### src/rtl/fp_minmax_stream_pkg.sv
// Shared FP32 encodings, field bounds and FSM states
// for the streaming min/max reducer.
package fp_minmax_stream_pkg;

  localparam int FP_W     = 32;
  localparam int SIGN_BIT = 31;
  localparam int EXP_HI   = 30;
  localparam int EXP_LO   = 23;
  localparam int MAN_HI   = 22;
  localparam int MAN_LO   = 0;

  localparam logic [FP_W-1:0] FP_QNAN     = 32'h7FC0_0000;
  localparam logic [FP_W-1:0] FP_POS_ZERO = 32'h0000_0000;
  localparam logic [FP_W-1:0] FP_NEG_ZERO = 32'h8000_0000;
  localparam logic [FP_W-1:0] FP_POS_INF  = 32'h7F80_0000;
  localparam logic [FP_W-1:0] FP_NEG_INF  = 32'hFF80_0000;

  typedef enum logic [1:0] {
    ST_IDLE = 2'd0,
    ST_ACC  = 2'd1,
    ST_DONE = 2'd2
  } state_t;

  function automatic logic fp_is_nan(
    input logic [FP_W-1:0] x
  );
    return (&x[EXP_HI:EXP_LO]) &&
           (|x[MAN_HI:MAN_LO]);
  endfunction

  function automatic logic fp_is_zero(
    input logic [FP_W-1:0] x
  );
    return ~|x[EXP_HI:MAN_LO];
  endfunction

endpackage

### src/rtl/fp_minmax_stream_order.sv
// fp_order: combinational FP32 total-order compare.
// Ports: a, b -> lt, gt, eq (ordered only), nan (a or b NaN).
module fp_order
  import fp_minmax_stream_pkg::*;
#(
  parameter int W = FP_W
) (
  input  logic [W-1:0] a,
  input  logic [W-1:0] b,
  output logic         lt,
  output logic         gt,
  output logic         eq,
  output logic         nan
);

  logic         a_nan;
  logic         b_nan;
  logic [W-1:0] ka;
  logic [W-1:0] kb;

  // Map to an unsigned key: positives get the top bit set,
  // negatives are inverted so larger magnitude sorts lower,
  // and both zeros share one key so +0 == -0.
  function automatic logic [W-1:0] key(
    input logic [W-1:0] x
  );
    logic [W-1:0] k;
    if (fp_is_zero(x))
      k = {1'b1, {(W-1){1'b0}}};
    else if (x[SIGN_BIT])
      k = ~x;
    else
      k = {1'b1, x[W-2:0]};
    return k;
  endfunction

  always_comb begin
    a_nan = fp_is_nan(a);
    b_nan = fp_is_nan(b);
    ka    = key(a);
    kb    = key(b);
    nan   = a_nan | b_nan;
    lt    = !nan && (ka < kb);
    gt    = !nan && (ka > kb);
    eq    = !nan && (ka == kb);
  end

endmodule

### src/rtl/fp_minmax_stream.sv
// Streaming FP32 min/max/count reducer over in_last bursts.
// In: clk, rst(async low), in_valid/in_data/in_last, out_ready.
// Out: in_ready, out_valid, out_min, out_max, out_count, out_inv.
module fp_minmax_stream
  import fp_minmax_stream_pkg::*;
#(
  parameter int W  = FP_W,
  parameter int CW = 16
) (
  input  logic          clk,
  input  logic          rst,
  input  logic          in_valid,
  input  logic [W-1:0]  in_data,
  input  logic          in_last,
  output logic          in_ready,
  output logic          out_valid,
  input  logic          out_ready,
  output logic [W-1:0]  out_min,
  output logic [W-1:0]  out_max,
  output logic [CW-1:0] out_count,
  output logic          out_inv
);

  state_t        state_q;
  state_t        state_d;
  logic          run_q;
  logic          accept;
  logic          done_hs;
  logic          x_nan;
  logic          have_q;
  logic          inv_q;
  logic [W-1:0]  min_q;
  logic [W-1:0]  max_q;
  logic [CW-1:0] cnt_q;
  logic [CW-1:0] cnt_inc;

  logic mn_lt, mn_gt, mn_eq, mn_nan;
  logic mx_lt, mx_gt, mx_eq, mx_nan;
  logic unused_ord;

  fp_order #(.W(W)) u_ord_min (
    .a   (in_data),
    .b   (min_q),
    .lt  (mn_lt),
    .gt  (mn_gt),
    .eq  (mn_eq),
    .nan (mn_nan)
  );

  fp_order #(.W(W)) u_ord_max (
    .a   (in_data),
    .b   (max_q),
    .lt  (mx_lt),
    .gt  (mx_gt),
    .eq  (mx_eq),
    .nan (mx_nan)
  );

  assign unused_ord = ^{mn_gt, mn_eq, mn_nan,
                        mx_lt, mx_eq, mx_nan};

  assign x_nan   = fp_is_nan(in_data);
  assign accept  = in_valid && in_ready;
  assign done_hs = out_valid && out_ready;
  assign cnt_inc = (&cnt_q) ? cnt_q
                            : cnt_q + CW'(1);

  // run_q holds in_ready low until the first edge
  // after reset is released.
  always_ff @(posedge clk or negedge rst) begin
    if (!rst) begin
      state_q <= ST_IDLE;
      run_q   <= 1'b0;
    end else begin
      state_q <= state_d;
      run_q   <= 1'b1;
    end
  end

  always_comb begin
    state_d = state_q;
    unique case (state_q)
      ST_IDLE, ST_ACC: begin
        if (accept)
          state_d = in_last ? ST_DONE : ST_ACC;
      end
      ST_DONE: begin
        if (out_ready)
          state_d = ST_IDLE;
      end
      default: state_d = ST_IDLE;
    endcase
  end

  always_comb begin
    in_ready  = 1'b0;
    out_valid = 1'b0;
    unique case (state_q)
      ST_IDLE, ST_ACC: in_ready  = run_q;
      ST_DONE:         out_valid = 1'b1;
      default: begin
        in_ready  = 1'b0;
        out_valid = 1'b0;
      end
    endcase
  end

  // have_q: an ordered sample already seeded min/max.
  // A burst of only NaNs reports qNaN in both.
  always_ff @(posedge clk or negedge rst) begin
    if (!rst) begin
      min_q  <= '0;
      max_q  <= '0;
      cnt_q  <= '0;
      inv_q  <= 1'b0;
      have_q <= 1'b0;
    end else if (done_hs) begin
      min_q  <= '0;
      max_q  <= '0;
      cnt_q  <= '0;
      inv_q  <= 1'b0;
      have_q <= 1'b0;
    end else if (accept) begin
      cnt_q <= cnt_inc;
      inv_q <= inv_q | x_nan;
      if (!x_nan) begin
        have_q <= 1'b1;
        if (!have_q || mn_lt)
          min_q <= in_data;
        if (!have_q || mx_gt)
          max_q <= in_data;
      end else if (in_last && !have_q) begin
        min_q <= FP_QNAN;
        max_q <= FP_QNAN;
      end
    end
  end

  assign out_min   = min_q;
  assign out_max   = max_q;
  assign out_count = cnt_q;
  assign out_inv   = inv_q;

endmodule

### config.mk
export PLATFORM = sky130hd
export DESIGN_NAME = fp_minmax_stream
export DESIGN_NICKNAME = d
export VERILOG_FILES = /design/src/rtl/fp_minmax_stream_pkg.sv /design/src/rtl/fp_minmax_stream_order.sv /design/src/rtl/fp_minmax_stream.sv
export SDC_FILE = /design/constraint.sdc
export NUM_CORES = 1
export LEC_CHECK = 0
export ABC_CLOCK_PERIOD_IN_PS = 11570
export BUFFER_PORTS_ARGS = -buffer_cell sky130_fd_sc_hd__buf_2
export CORE_UTILIZATION = 55
export DETAILED_ROUTE_END_ITERATION = 8
export GPL_TIMING_DRIVEN = 0
export PLACE_DENSITY_LB_ADDON = 0.12
export SLEW_MARGIN = 0
export SYNTH_ARGS = -nofsm -noshare
export SYNTH_HDL_FRONTEND = slang
export SYNTH_SLANG_ARGS = --single-unit
### constraint.sdc
create_clock -name clk -period 11.57 [get_ports clk]
set_input_delay 1.7355 -clock clk [delete_from_list [all_inputs] [get_ports clk]]
set_output_delay 1.7355 -clock clk [all_outputs]
set_load 0.02 [all_outputs]
# --- After elaboration in Yosys (flattened, before gate mapping) ---
# Cells that the tools add are included.
totals:
  input_bits: 37
  regBits: 85
op_classes:
  n_mux: 29
  n_reduce_logical: 33
  addsub: 1
  n_lt_le_gt_ge: 2
  bitwise: 6
  eq_ne: 7
ops:
  columns: ["operator", "n"]
  rows:
  - ["2-to-1 mux 32 bit", 15]
  - ["inverter 32 bit", 3]
  - ["OR reduction 31 bit", 3]
  - ["OR reduction 23 bit", 3]
  - ["2-to-1 mux 16 bit", 3]
  - ["> comparator 32 bit", 1]
  - ["less-than comparator 32 bit", 1]
  - ["AND reduction 8 bit", 3]
  - ["adder 16 x 1 -> 16 bit, second input constant", 1]
  - ["AND reduction 16 bit", 1]
  - ["logical AND 1 bit", 8]
  - ["inequality test 2 bit, second input constant", 4]
  - ["2-to-1 mux 1 bit", 7]
  - ["2-to-1 mux 2 bit", 3]
  - ["AND reduction 2 bit", 3]
  - ["AND reduction 3 bit", 2]
  - ["nonzero test 3 bit", 2]
  - ["one-hot mux 2 bit (2 select lines)", 1]
  - ["zero test 1 bit", 3]
  - ["inequality test 3 x 2 -> 1 bit, second input constant", 1]
  - ["OR 1 bit", 3]
  - ["== test 2 x 1 -> 1 bit, second input constant", 1]
  - ["== test 2 bit, second input constant", 1]
  - ["zero test 2 bit", 1]
  - ["other kinds (3)", 4]

# --- Longest topological paths before layout ---
depth:
  word_depth: 10
  mapped_depth: 16
  mapped_depth_nobuf: 14

# --- Cells and area by module ---
# A second synthesis with hierarchy kept.
hier_totals:
  hier_cells: 818
  area_unflattened_um2: 7129.3
by_module_without_submodules:
  columns: ["mod", "seq_area_each_um2", "n_inst", "area_each_um2", "cells_per_inst"]
  rows:
  - ["fp_minmax_stream", 2127.0, 1, 3618.5, 310]
  - ["fp_order", 0.0, 2, 1755.4, 254]

# --- Least setup slack after synthesis ---
# OpenSTA, ideal clock, no wires.
synth_timing:
  path_kind: "input-to-reg"
  from: "input in_data[16]"
  to: "register min_q[10] (netlist: out_min[10])"
  setup_ns: 0.127
  arrival_ns: 5.232
  slack_ns: 6.211
  path_stages: 15
  cell_sequence: "nor4_1 -> nand4_1 -> nor3_1 -> clkbuf_1 -> nor2_1 -> ha_1 -> a2111oi_0 -> o21ai_0 -> a311oi_1 -> nor2_1 -> nor4_1 -> o221ai_1 -> o21ai_2 -> buf_6 -> mux2_1"
synth_via:
  elab_chain_cells: 8
  word_cells_on_any_way: 17
synth_lines:
  columns: ["element", "line", "rtl"]
  rows:
  - ["start: declaration", "fp_minmax_stream.sv:13", "input logic [W-1:0] in_data,"]
  - ["branches (longest 8 deep; another with less-than comparator 32 bit)", null, null]
  - ["end signal: assignment", "fp_minmax_stream.sv:129", "min_q <= in_data;"]
  - ["end: declaration", "fp_minmax_stream.sv:32", "logic [W-1:0] min_q;"]
# Parallel ways; which one is timed is not known. The select of a mux whose other input is x is not followed.
# A chain may end at the register's enable or synchronous reset.

# --- Worst setup path after layout ---
layout_timing:
  from: "input in_data[1]"
  to: "register min_q[18] (netlist: out_min[18])"
# Same word-level chain as after synthesis.

==> key figures <==
Detailed routing
  – WL/cell: 19.2 microns
  – Total Wirelength: 18.8 mm
  – ANT nets after route: 0
  – Via/cell ratio: 5.97
  – DR iter-0 viols: 380
  – # DRC: 0
  – Via count: 5,861
  – DR pass1 iterations: 5

CTS
  – Hold buffers post-CTS: 0
  – Post-CTS setup repair buffer count: 0
  – Clock Latency Late Sink: 0.36 ns
  – Cts bufs inserted: 9
  – Max Buffers Root-to-Sink: 2
  – CTS Sinks: 85
  – H-tree depth: 3
  – CTS tree: built
  – Post_cts resized: 0
  – Worst-path clk slew: 0.07 ns
  – Clock root cell: clkbuf_16

Setup path
  – Worst Path Required: 11.80 ns
  – Slowest stage delay, CP: 0.53 ns
  – CP cell instances: buf_2, nor4_1, nand4_1, nor3_1, clkbuf_1, nor2_1, ha_1, a2111oi_0, o21ai_0, a311oi_1, nor2_1, nor4_1, o221ai_1, o21ai_2, buf_6, mux2_1
  – Critical Path AT: 6.63 ns
  – Flop2flop setup slack: 6.58 ns
  – Setup CP Type: input port to register
  – Worst-path fanout max: 10
  – FF-to-FF path depth: 16
  – Nature of the critical path endpoint: register
  – Startpoint types: input port
  – Crit-path slowest cell: clkbuf_1

Timing
  – Final worst slack: 5.17 ns
  – RSZ-0062 raised after global routing: no
  – Final hold vios: 0
  – TNS Setup: 0 ns
  – Final setup fails: 0
  – Clock Skew: 0.0116 ns
  – Fin crit period: 6.40 ns
  – Slew Viols, Final: 0
  – Fmax: 156 MHz
  – Fin crit share: 0.553
  – Tightest Pin Transition: 0.908 ns
  – Rel. slew slack: 0.395

Placement
  – GP Congestion: 0.928
  – Input/output buffers: 118
  – Hpwl dp: 14.7 mm
  – Area of placed instances: 7300 sq um
  – DP Worst Slack: 4.97 ns

Logic synthesis
  – Compound-Gate Fraction of Synth Area: 0.0714
  – Largest family of logic cells by synthesized area: simple AND/OR/NAND/NOR gates
  – Yosys reg bits: 85
  – Sequential share of the synthesized area: 0.327
  – Adder-cell area share of the yosys netlist: 0.121
  – Post-Syn Area: 6500 sq um
  – Avg Cell Area, Syn: 9.24 sq um
  – Commonest register cell after synthesis: dfrtp_1
  – Synth cell types: 46
  – Synth Instances: 703
  – Post-synth EDFFs: 0
  – Mux contribution to synthesized area: 0.111
  – Synth async-reset ratio: 1.00
  – Synth Net Count: 802
  – Simple-gate share of the synthesized area: 0.195
  – XOR/XNOR Fraction of Synth Area: 0.143
  – Ys Warns: 0

Layout
  – Filler Cell Count: 954
  – Fraction of layout instances using a drive strength above 1: 0.173
  – Commonest non-fill, non-tap cells in the layout: buf_2, nand2_1, dfrtp_1
  – Most common cell after layout, fill and taps aside: buf_2
  – # diodes: 0
  – Final nets: 932
  – Final instance area: 7610 sq um
  – Synth-to-Final Area Change: 17.1%

Status
  – Status: finished, final reports clean

Power
  – Worst vdd ir: 0.000149 V
  – Pwr Total: 0.00227 W
  – Pwr dens: 298 nW/um^2
  – P_leak: 3.75 nW

Floorplan
  – Die Wd: 111 microns
  – IO Count: 120
  – Rows: 39
  – DIE AREA: 12,300 sq um
  – CORE AREA: 11,500 sq um
  – Die height: 111 microns
  – Initial Util: 0.567

Worst hold path
  – WHS Path Cells: 1
  – HP Class: register to register

Global route
  – Vias in the first global route: 5,740
  – Largest net degree at the start of global routing: 56
  – First-pass GRT wire length: 30.5 mm
  – Grt ovf: 0
  – Initial antenna violation count: 0
  – All-layer global routing usage: 0.320

Flow run
  – MaxCap Viol Count: 0
[per-stage QoR]
stage / utilization / hold slack, ns / cells
6_report: 0.664 / 0.454 / 981
5_1_grt: 0.664 / 0.484 / 981
4_1_cts: 0.664 / 0.458 / 981
3_5_place_dp: 0.636 / 0.448 / 965
3_3_place_gp: 0.634 / 0.427 / 964
2_1_floorplan: - / 0.416 / 703
[worst paths after layout]
check | start | endpoint
max in group asynchronous | rst | out_min[4]
hold / removal | state_q[1] | state_q[0]
setup / recovery | in_data[1] | out_min[18]
min in group asynchronous | rst | out_min[26]
hold reg to reg | state_q[1] | state_q[0]
setup reg to reg | out_min[1] | out_min[18]
[cells by family (layout without fill, tap and decap cells)]
group,Yosys count,count (layout)
flip-flops,85,85
other,1,1
XOR/XNOR,106,106
AO/OA/AOI/OAI,74,74
multiplexers,64,64
buffers and inverters,45,180
AND/OR/NAND/NOR,265,265
adder cells (fa/ha/maj),63,63
[registers in the layout, indices dropped and copies added (netlist names)]
register / flops
out_max: 32
out_min: 32
out_count: 16
state_q: 2
have_q: 1
out_inv: 1
run_q: 1
[power breakdown]
group          leakage (nW)  switching (W)  total (W)  internal [W]
sequential             1.04       0.000186   0.000607      0.000421
combinational          2.56       0.000777    0.00136      0.000582
clock                 0.148       0.000133   0.000304      0.000172
[critical path: cells and delay by family]
| family | cells | cell delay (ns) |
|---|---|---|
| buffers and inverters | 3 | 0.89 |
| and+or+nand+nor | 6 | 1.81 |
| adders and majority gates | 1 | 0.35 |
| muxes | 1 | 0.34 |
| AOI/OAI and AO/OA | 5 | 1.50 |
[per-layer routing]
layer | share of wire | GRT usage
met1 | 0.45 | 0.452
met5 | 0 | 0
met3 | 0.079 | 0.0667
met2 | 0.45 | 0.493
met4 | 0.018 | 0.0978
[cell usage after synthesis, types with 2 or more instances]
cell type | count | area share
inv_1 | 11 | 0.0064
nor3_1 | 13 | 0.010
nor4_1 | 24 | 0.023
o22ai_1 | 2 | 0.0019
and2_1 | 12 | 0.012
nor2_1 | 57 | 0.033
nand2b_1 | 3 | 0.0029
a211oi_1 | 3 | 0.0035
or3_1 | 2 | 0.0019
nand2_1 | 89 | 0.051
o21ai_0 | 18 | 0.014
mux2_1 | 62 | 0.11
nor2b_1 | 2 | 0.0019
ha_1 | 62 | 0.12
xor2_1 | 72 | 0.097
xnor2_1 | 34 | 0.046
nand3_1 | 11 | 0.0085
a21oi_1 | 23 | 0.018
a21o_1 | 9 | 0.010
buf_6 | 3 | 0.0052
mux2_2 | 2 | 0.0035
and3_1 | 28 | 0.027
o211ai_1 | 2 | 0.0023
o21ai_2 | 2 | 0.0027
nand4_1 | 23 | 0.022
buf_1 | 2 | 0.0012
dfrtp_1 | 85 | 0.33
buf_4 | 3 | 0.0035
clkbuf_1 | 26 | 0.015
o31ai_1 | 2 | 0.0023
[layout make-up]
type	instances	area [sq um]	share of cell area
flip-flops and latches	85	2130	0.280
clock buffers	10	229	0.0301
clock inverters	6	82.6	0.0109
inverters	11	41.3	0.00543
plain buffers	34	161	0.0212
well taps	143	179	0.0235
multi-input cells	573	4170	0.548
repair buffers	119	621	0.0816
Power figures use the tool's default switching activity.
